<file path="src/rtl/uart_pkg.sv">
// -----------------------------------------------------------------------------
// uart_pkg
// Constants and types shared by the UART transmit and receive paths.
//   UART_BIT_COUNT   : clk cycles per bit (100 MHz / 9600, rounded down)
//   UART_FRAME_WIDTH : data bits per frame (8N1 framing)
//   rx_state_t       : receiver state encoding
// -----------------------------------------------------------------------------
package uart_pkg;

    localparam int UART_BIT_COUNT   = 10416;
    localparam int UART_FRAME_WIDTH = 8;

    typedef enum logic [2:0] {
        IDLE  = 3'd0,
        START = 3'd1,
        DATA  = 3'd2,
        STOP  = 3'd3,
        BREAK = 3'd4
    } rx_state_t;

endpackage

</file>
<file path="src/rtl/rx_baud_counter.sv">
// -----------------------------------------------------------------------------
// rx_baud_counter
// Bit timer for the UART receiver. Counts while cnt_en is high and wraps at the
// selected terminal count (HALF_COUNT-1 or BIT_COUNT-1). tick is high for the
// cycle in which the count sits on its terminal value.
// Ports:
//   clk      in  system clock
//   rst      in  synchronous active-high reset
//   cnt_en   in  count enable; counter and tick clear while low
//   half_sel in  1: half-bit terminal count, 0: full-bit terminal count
//   tick     out registered sample strobe
// -----------------------------------------------------------------------------
module rx_baud_counter
    import uart_pkg::*;
#(
    parameter int BIT_COUNT  = UART_BIT_COUNT,
    parameter int HALF_COUNT = BIT_COUNT / 2,
    parameter int TIMER_W    = $clog2(BIT_COUNT)
) (
    input  logic clk,
    input  logic rst,
    input  logic cnt_en,
    input  logic half_sel,
    output logic tick
);

    // BIT_COUNT-1 < 2**$clog2(BIT_COUNT), so the cast never drops a set bit.
    localparam logic [TIMER_W-1:0] FULL_TERM = TIMER_W'(BIT_COUNT - 1);
    localparam logic [TIMER_W-1:0] HALF_TERM = TIMER_W'(HALF_COUNT - 1);

    logic [TIMER_W-1:0] cnt;
    logic [TIMER_W-1:0] cnt_nxt;
    logic [TIMER_W-1:0] term;

    always_comb begin
        term    = half_sel ? HALF_TERM : FULL_TERM;
        cnt_nxt = (cnt == term) ? '0 : cnt + TIMER_W'(1);
    end

    // tick is computed from the next count, so the registered strobe lines up
    // with the cycle where cnt equals the terminal value.
    always_ff @(posedge clk) begin
        if (rst || !cnt_en) begin
            cnt  <= '0;
            tick <= 1'b0;
        end else begin
            cnt  <= cnt_nxt;
            tick <= (cnt_nxt == term);
        end
    end

endmodule

</file>
<file path="src/rtl/uart_rx_frame.sv">
// -----------------------------------------------------------------------------
// uart_rx_frame
// 8N1 UART receiver, LSB first, idle-high line. Synchronises rx_in, qualifies
// the start bit at mid-bit, samples data and stop bits at mid-bit and presents
// the byte with a one-cycle valid strobe. A low stop bit raises frame_err and
// the receiver waits for the line to return high before looking for a start.
// Ports:
//   clk       in  system clock
//   rst       in  synchronous active-high reset
//   rx_in     in  asynchronous serial input, idle high
//   rx_data   out last correctly framed byte, held until the next good frame
//   rx_valid  out one-cycle pulse, rx_data is new this cycle
//   frame_err out one-cycle pulse, stop bit sampled low
//   rx_busy   out high in every state except IDLE
// -----------------------------------------------------------------------------
module uart_rx_frame
    import uart_pkg::*;
#(
    parameter int BIT_COUNT   = UART_BIT_COUNT,
    parameter int FRAME_WIDTH = UART_FRAME_WIDTH,
    parameter int HALF_COUNT  = BIT_COUNT / 2,
    parameter int TIMER_W     = $clog2(BIT_COUNT)
) (
    input  logic                   clk,
    input  logic                   rst,
    input  logic                   rx_in,
    output logic [FRAME_WIDTH-1:0] rx_data,
    output logic                   rx_valid,
    output logic                   frame_err,
    output logic                   rx_busy
);

    localparam int IDX_W = (FRAME_WIDTH > 1) ? $clog2(FRAME_WIDTH) : 1;
    localparam logic [IDX_W-1:0] LAST_IDX = IDX_W'(FRAME_WIDTH - 1);

    rx_state_t              state;
    logic                   rx_sync_p0;
    logic                   rx_s;
    logic [FRAME_WIDTH-1:0] shift_reg;
    logic [IDX_W-1:0]       bit_idx;
    logic                   cnt_en;
    logic                   half_sel;
    logic                   tick;

    // Stage p0 -> rx_s: two-flop synchroniser, reset to the idle level.
    always_ff @(posedge clk) begin
        if (rst) begin
            rx_sync_p0 <= 1'b1;
            rx_s       <= 1'b1;
        end else begin
            rx_sync_p0 <= rx_in;
            rx_s       <= rx_sync_p0;
        end
    end

    // The timer runs only in the timed states. Every transition out of a timed
    // state happens on its tick, where the counter wraps to 0 anyway, so the
    // next state always starts from a cleared timer.
    assign cnt_en   = (state == START) || (state == DATA) || (state == STOP);
    assign half_sel = (state == START);

    rx_baud_counter #(
        .BIT_COUNT (BIT_COUNT),
        .HALF_COUNT(HALF_COUNT),
        .TIMER_W   (TIMER_W)
    ) u_baud (
        .clk     (clk),
        .rst     (rst),
        .cnt_en  (cnt_en),
        .half_sel(half_sel),
        .tick    (tick)
    );

    always_ff @(posedge clk) begin
        if (rst) begin
            state     <= IDLE;
            bit_idx   <= '0;
            shift_reg <= '0;
            rx_data   <= '0;
            rx_valid  <= 1'b0;
            frame_err <= 1'b0;
            rx_busy   <= 1'b0;
        end else begin
            rx_valid  <= 1'b0;
            frame_err <= 1'b0;
            case (state)
                IDLE: begin
                    if (!rx_s) begin
                        state   <= START;
                        rx_busy <= 1'b1;
                    end
                end
                START: begin
                    // Only the mid-start sample decides; a high seen earlier
                    // is ignored, a high at the sample is a glitch.
                    if (tick) begin
                        if (!rx_s) begin
                            state   <= DATA;
                            bit_idx <= '0;
                        end else begin
                            state   <= IDLE;
                            rx_busy <= 1'b0;
                        end
                    end
                end
                DATA: begin
                    if (tick) begin
                        shift_reg <= {rx_s, shift_reg[FRAME_WIDTH-1:1]};
                        bit_idx   <= bit_idx + IDX_W'(1);
                        if (bit_idx == LAST_IDX) begin
                            state <= STOP;
                        end
                    end
                end
                STOP: begin
                    // Leaving at mid-stop gives half a bit of slack to catch
                    // the next start edge on back-to-back frames.
                    if (tick) begin
                        if (rx_s) begin
                            rx_data  <= shift_reg;
                            rx_valid <= 1'b1;
                            state    <= IDLE;
                            rx_busy  <= 1'b0;
                        end else begin
                            frame_err <= 1'b1;
                            state     <= BREAK;
                        end
                    end
                end
                BREAK: begin
                    // A held-low line must not be mistaken for a new start bit.
                    if (rx_s) begin
                        state   <= IDLE;
                        rx_busy <= 1'b0;
                    end
                end
                default: begin
                    state   <= IDLE;
                    rx_busy <= 1'b0;
                end
            endcase
        end
    end

endmodule

</file>
<file path="config.mk">
export PLATFORM = sky130hd
export DESIGN_NAME = uart_rx_frame
export DESIGN_NICKNAME = d
export VERILOG_FILES = /design/src/rtl/uart_pkg.sv /design/src/rtl/rx_baud_counter.sv /design/src/rtl/uart_rx_frame.sv
export SDC_FILE = /design/constraint.sdc
export NUM_CORES = 1
export LEC_CHECK = 0
export CAP_MARGIN = 20
export CORE_UTILIZATION = 40
export DETAILED_ROUTE_END_ITERATION = 12
export MAX_ROUTING_LAYER = met4
export PLACE_DENSITY_LB_ADDON = 0.3
export SETUP_SLACK_MARGIN = 0.5
export SLEW_MARGIN = 5
export SYNTH_ARGS = -nofsm -noshare
export SYNTH_HDL_FRONTEND = slang
export SYNTH_SLANG_ARGS = --single-unit
</file>
<file path="constraint.sdc">
create_clock -name clk -period 1.96 [get_ports clk]
set_input_delay 0.49 -clock clk [delete_from_list [all_inputs] [get_ports clk]]
set_output_delay 0.49 -clock clk [all_outputs]
set_load 0.02 [all_outputs]
</file>
==> reports/metrics.cfg <==
[synth]
yosys_warnings=0
async_reset_ff_share_pct=0
synth_common_cells=dfxtp_1 (42), nor2_1 (33), nand2_1 (28)
synth.distinct_cells=49
ys.flop_type=dfxtp_1
post-synth-top-count-cell=dfxtp_1
synth_area_sq_mm=0.00200
syn_inst=223
synth-simple-area-share_pct=28.4
yosys-top-cells-area=dfxtp_1 (42%), nor2_1 (6.2%), nand2_1 (5.3%)
yosys.area.top_type_share_pct=42.0
synth_top_family_by_area=simple AND/OR/NAND/NOR gates
synth.avg_cell_area_sq_um=8.98
synth_compound_area_share_pct=8.25
ys_ff_latch=42
synth-xor-area-share_pct=5.69
synth_mux_area_share_pct=5.06
synth_fa_ha_area_share_pct=3.00
synth_nets=230
yosys.area.top_type=dfxtp_1
synth_edf_count=0
ys_seq_area_share_pct=42.0

[sta]
finalCritPeriodShare_pct=85.5
max_freq_mhz=597
relSlewSlack_pct=75.8
slew_violations=0
timing.final.hold_violations=0
holdWs_ps=413
skew_ps=11.4
finalSetupViolCount=0
timing.setup.tns_ps=0
rsz0062_at_grt=yes
worst_pin_slew_ps=362
period_minus_slack_ps=1670

[die]
num_rows=25
start_util_pct=42.1
coreArea_sq_mm=0.00475
io_pins=14
dieWidth_um=72.7
dieArea_sq_mm=0.00529
die_h_um=72.7

[setup_path]
arrival_ps=1900
worstReg2RegEnd=u_baud.tick$_SDFF_PP0_
reg2reg_depth=5
crit_slowest_cell=or4_4
r2r_start=u_baud.cnt[7]$_SDFF_PP0_
path_cells=nand4_1 > or4_4 > a21oi_4 > a311oi_1 > o32ai_2
worst_ep_required_time_ps=2180
end_kind=flip-flop
ff2ff_setup_slack_ps=290
cpPeakStageDelay_ps=540
cp-start-kind=flip-flop
path_class=flip-flop to flip-flop
crit_path_max_fanout=5

[run]
drv_cap=0

[finish]
n_antenna_cell=0
largest_reg_flops=14
final_layout_size_suffix_gt1_share_pct=37.4
area_delta_synth_final_pct=28.3
fin_area_sq_mm=0.00257
final_util_pct=54.0
num-fill-cells=432
nNetsFinal=263

[power_and_ir_drop]
peakVddDrop_mv=0.572
power.density_mw_per_mm2=590
leakage_uw=0.000993

[drt]
postRouteAntennaNets=0
avgRoutedWirePerCell_um=14.2
postRouteWirelength_um=4600
post_drt_via_cell_ratio=5.15
vias=1667
dr.pass1.iters=4
initialDrtViolationCount=86
drc_errors=0

[min_path]
hold_class=flip-flop to flip-flop
min_from=rx_sync_p0$_SDFF_PP1_
worstHoldPathCells=1
whs_endpoint=rx_s$_SDFF_PP1_

[clock_tree]
cts_tree=yes
cts_root_buffer=clkbuf_8
clk_pin_slew_ps=90
cts_htree_levels=2
clock-sinks=42
numCtsBuffers=5
clock_path_buffers=2
ctsHoldBuffers=0
clk_latency_ps=310

[grt]
antenna_found_initial=0
grt_pass1_vias=1549
grt_max_degree=28
grt_usage_pct=18.1
grt_first_pass_wirelength_um=7090
grt_overflow=0

[run_status]
outcome=completed

[placement]
globalplace.congestion=0.902
io_buffers=13
post-dp-hpwl_um=2770
postPlaceCellArea_sq_mm=0.00223

[placed cells by master (no fill, tap or decap), types with 3 or more instances in the layout]
master | netlist | routed
dfxtp_2 | 0 | 4
xor2_1 | 6 | 5
inv_1 | 6 | 5
a22oi_1 | 3 | 3
a21oi_1 | 11 | 10
mux2i_1 | 9 | 9
xnor2_1 | 7 | 7
inv_6 | 0 | 3
nor2_2 | 0 | 3
nand2_1 | 28 | 27
ha_1 | 4 | 3
nand3_4 | 0 | 3
clkbuf_8 | 4 | 5
dfxtp_1 | 42 | 31
nand3_1 | 7 | 5
nor4_4 | 0 | 3
nor3_1 | 4 | 3
nand4_1 | 4 | 4
clkbuf_2 | 0 | 7
dfxtp_4 | 0 | 7
buf_4 | 3 | 25
nor2_1 | 33 | 29
[how the worst max path moves through the flow]
| stage | from | end | slack [ps] | cells past startpoint |
|---|---|---|---|---|
| floorplan | u_baud.cnt[12]$_SDFF_PP0_ | u_baud.cnt[7]$_SDFF_PP0_ | 370 | 7 |
| global placement | rst | u_baud.cnt[12]$_SDFF_PP0_ | 60 | 4 |
| detailed placement | rst | u_baud.cnt[5]$_SDFF_PP0_ | 10 | 4 |
| CTS | u_baud.cnt[0]$_SDFF_PP0_ | u_baud.tick$_SDFF_PP0_ | 260 | 6 |
| global route | u_baud.cnt[7]$_SDFF_PP0_ | u_baud.tick$_SDFF_PP0_ | 220 | 5 |
| finish | u_baud.cnt[7]$_SDFF_PP0_ | u_baud.tick$_SDFF_PP0_ | 290 | 5 |
[cell families after synthesis]
family / count (synthesis)
AND/OR/NAND/NOR: 107
flip-flops: 42
AO/OA/AOI/OAI: 25
buffers and inverters: 21
XOR/XNOR: 13
multiplexers: 10
adder cells (fa/ha/maj): 5
[timing repair]
action / CTS / global route
setup endpoints to repair: 33 / 40
cloned: 1 / 1
pin swaps: 9 / 12
resized for setup: 43 / 36
buffers inserted: 6 / 6
[power by group]
| group | internal [uW] | switching (uW) | total, uW |
|---|---|---|---|
| logic | 23.6 | 29.2 | 52.8 |
| registers | 850 | 6.82 | 856 |
| clock network | 265 | 341 | 606 |
| total | 1140 | 377 | 1510 |
[critical path: cells and delay by family, from the launching register on]
family / cells / cell delay (ps)
flip-flops: 1 / 410
AO/OA/AOI/OAI: 3 / 550
AND/OR/NAND/NOR: 2 / 640
[through the flow]
stage | worst slack (ps) | total power [uW] | cells
floorplan | 372 | 917 | 223
global placement | 57.4 | 932 | 302
detailed placement | 13.4 | 933 | 302
CTS | 257 | 1530 | 317
global route | 219 | 1560 | 324
finish | 285 | 1510 | 324
[layout make-up]
type | instances | area (sq um) | area share [%]
Inverter | 6 | 22.5 | 0.877
Tap cell | 67 | 83.8 | 3.26
Clock buffer | 5 | 68.8 | 2.68
Sequential cell | 42 | 872 | 34.0
Clock inverter | 3 | 26.3 | 1.02
Timing Repair Buffer | 39 | 295 | 11.5
Multi-Input combinational cell | 162 | 1200 | 46.7
[per-layer routing]
layer  routed length (um)  global-route usage (%)
met1                 2060                    21.7
met2                 2250                    28.1
met3                  161                    4.83
met4                  121                    8.93
met5                    0                       -
Power figures use the tool's default switching activity.
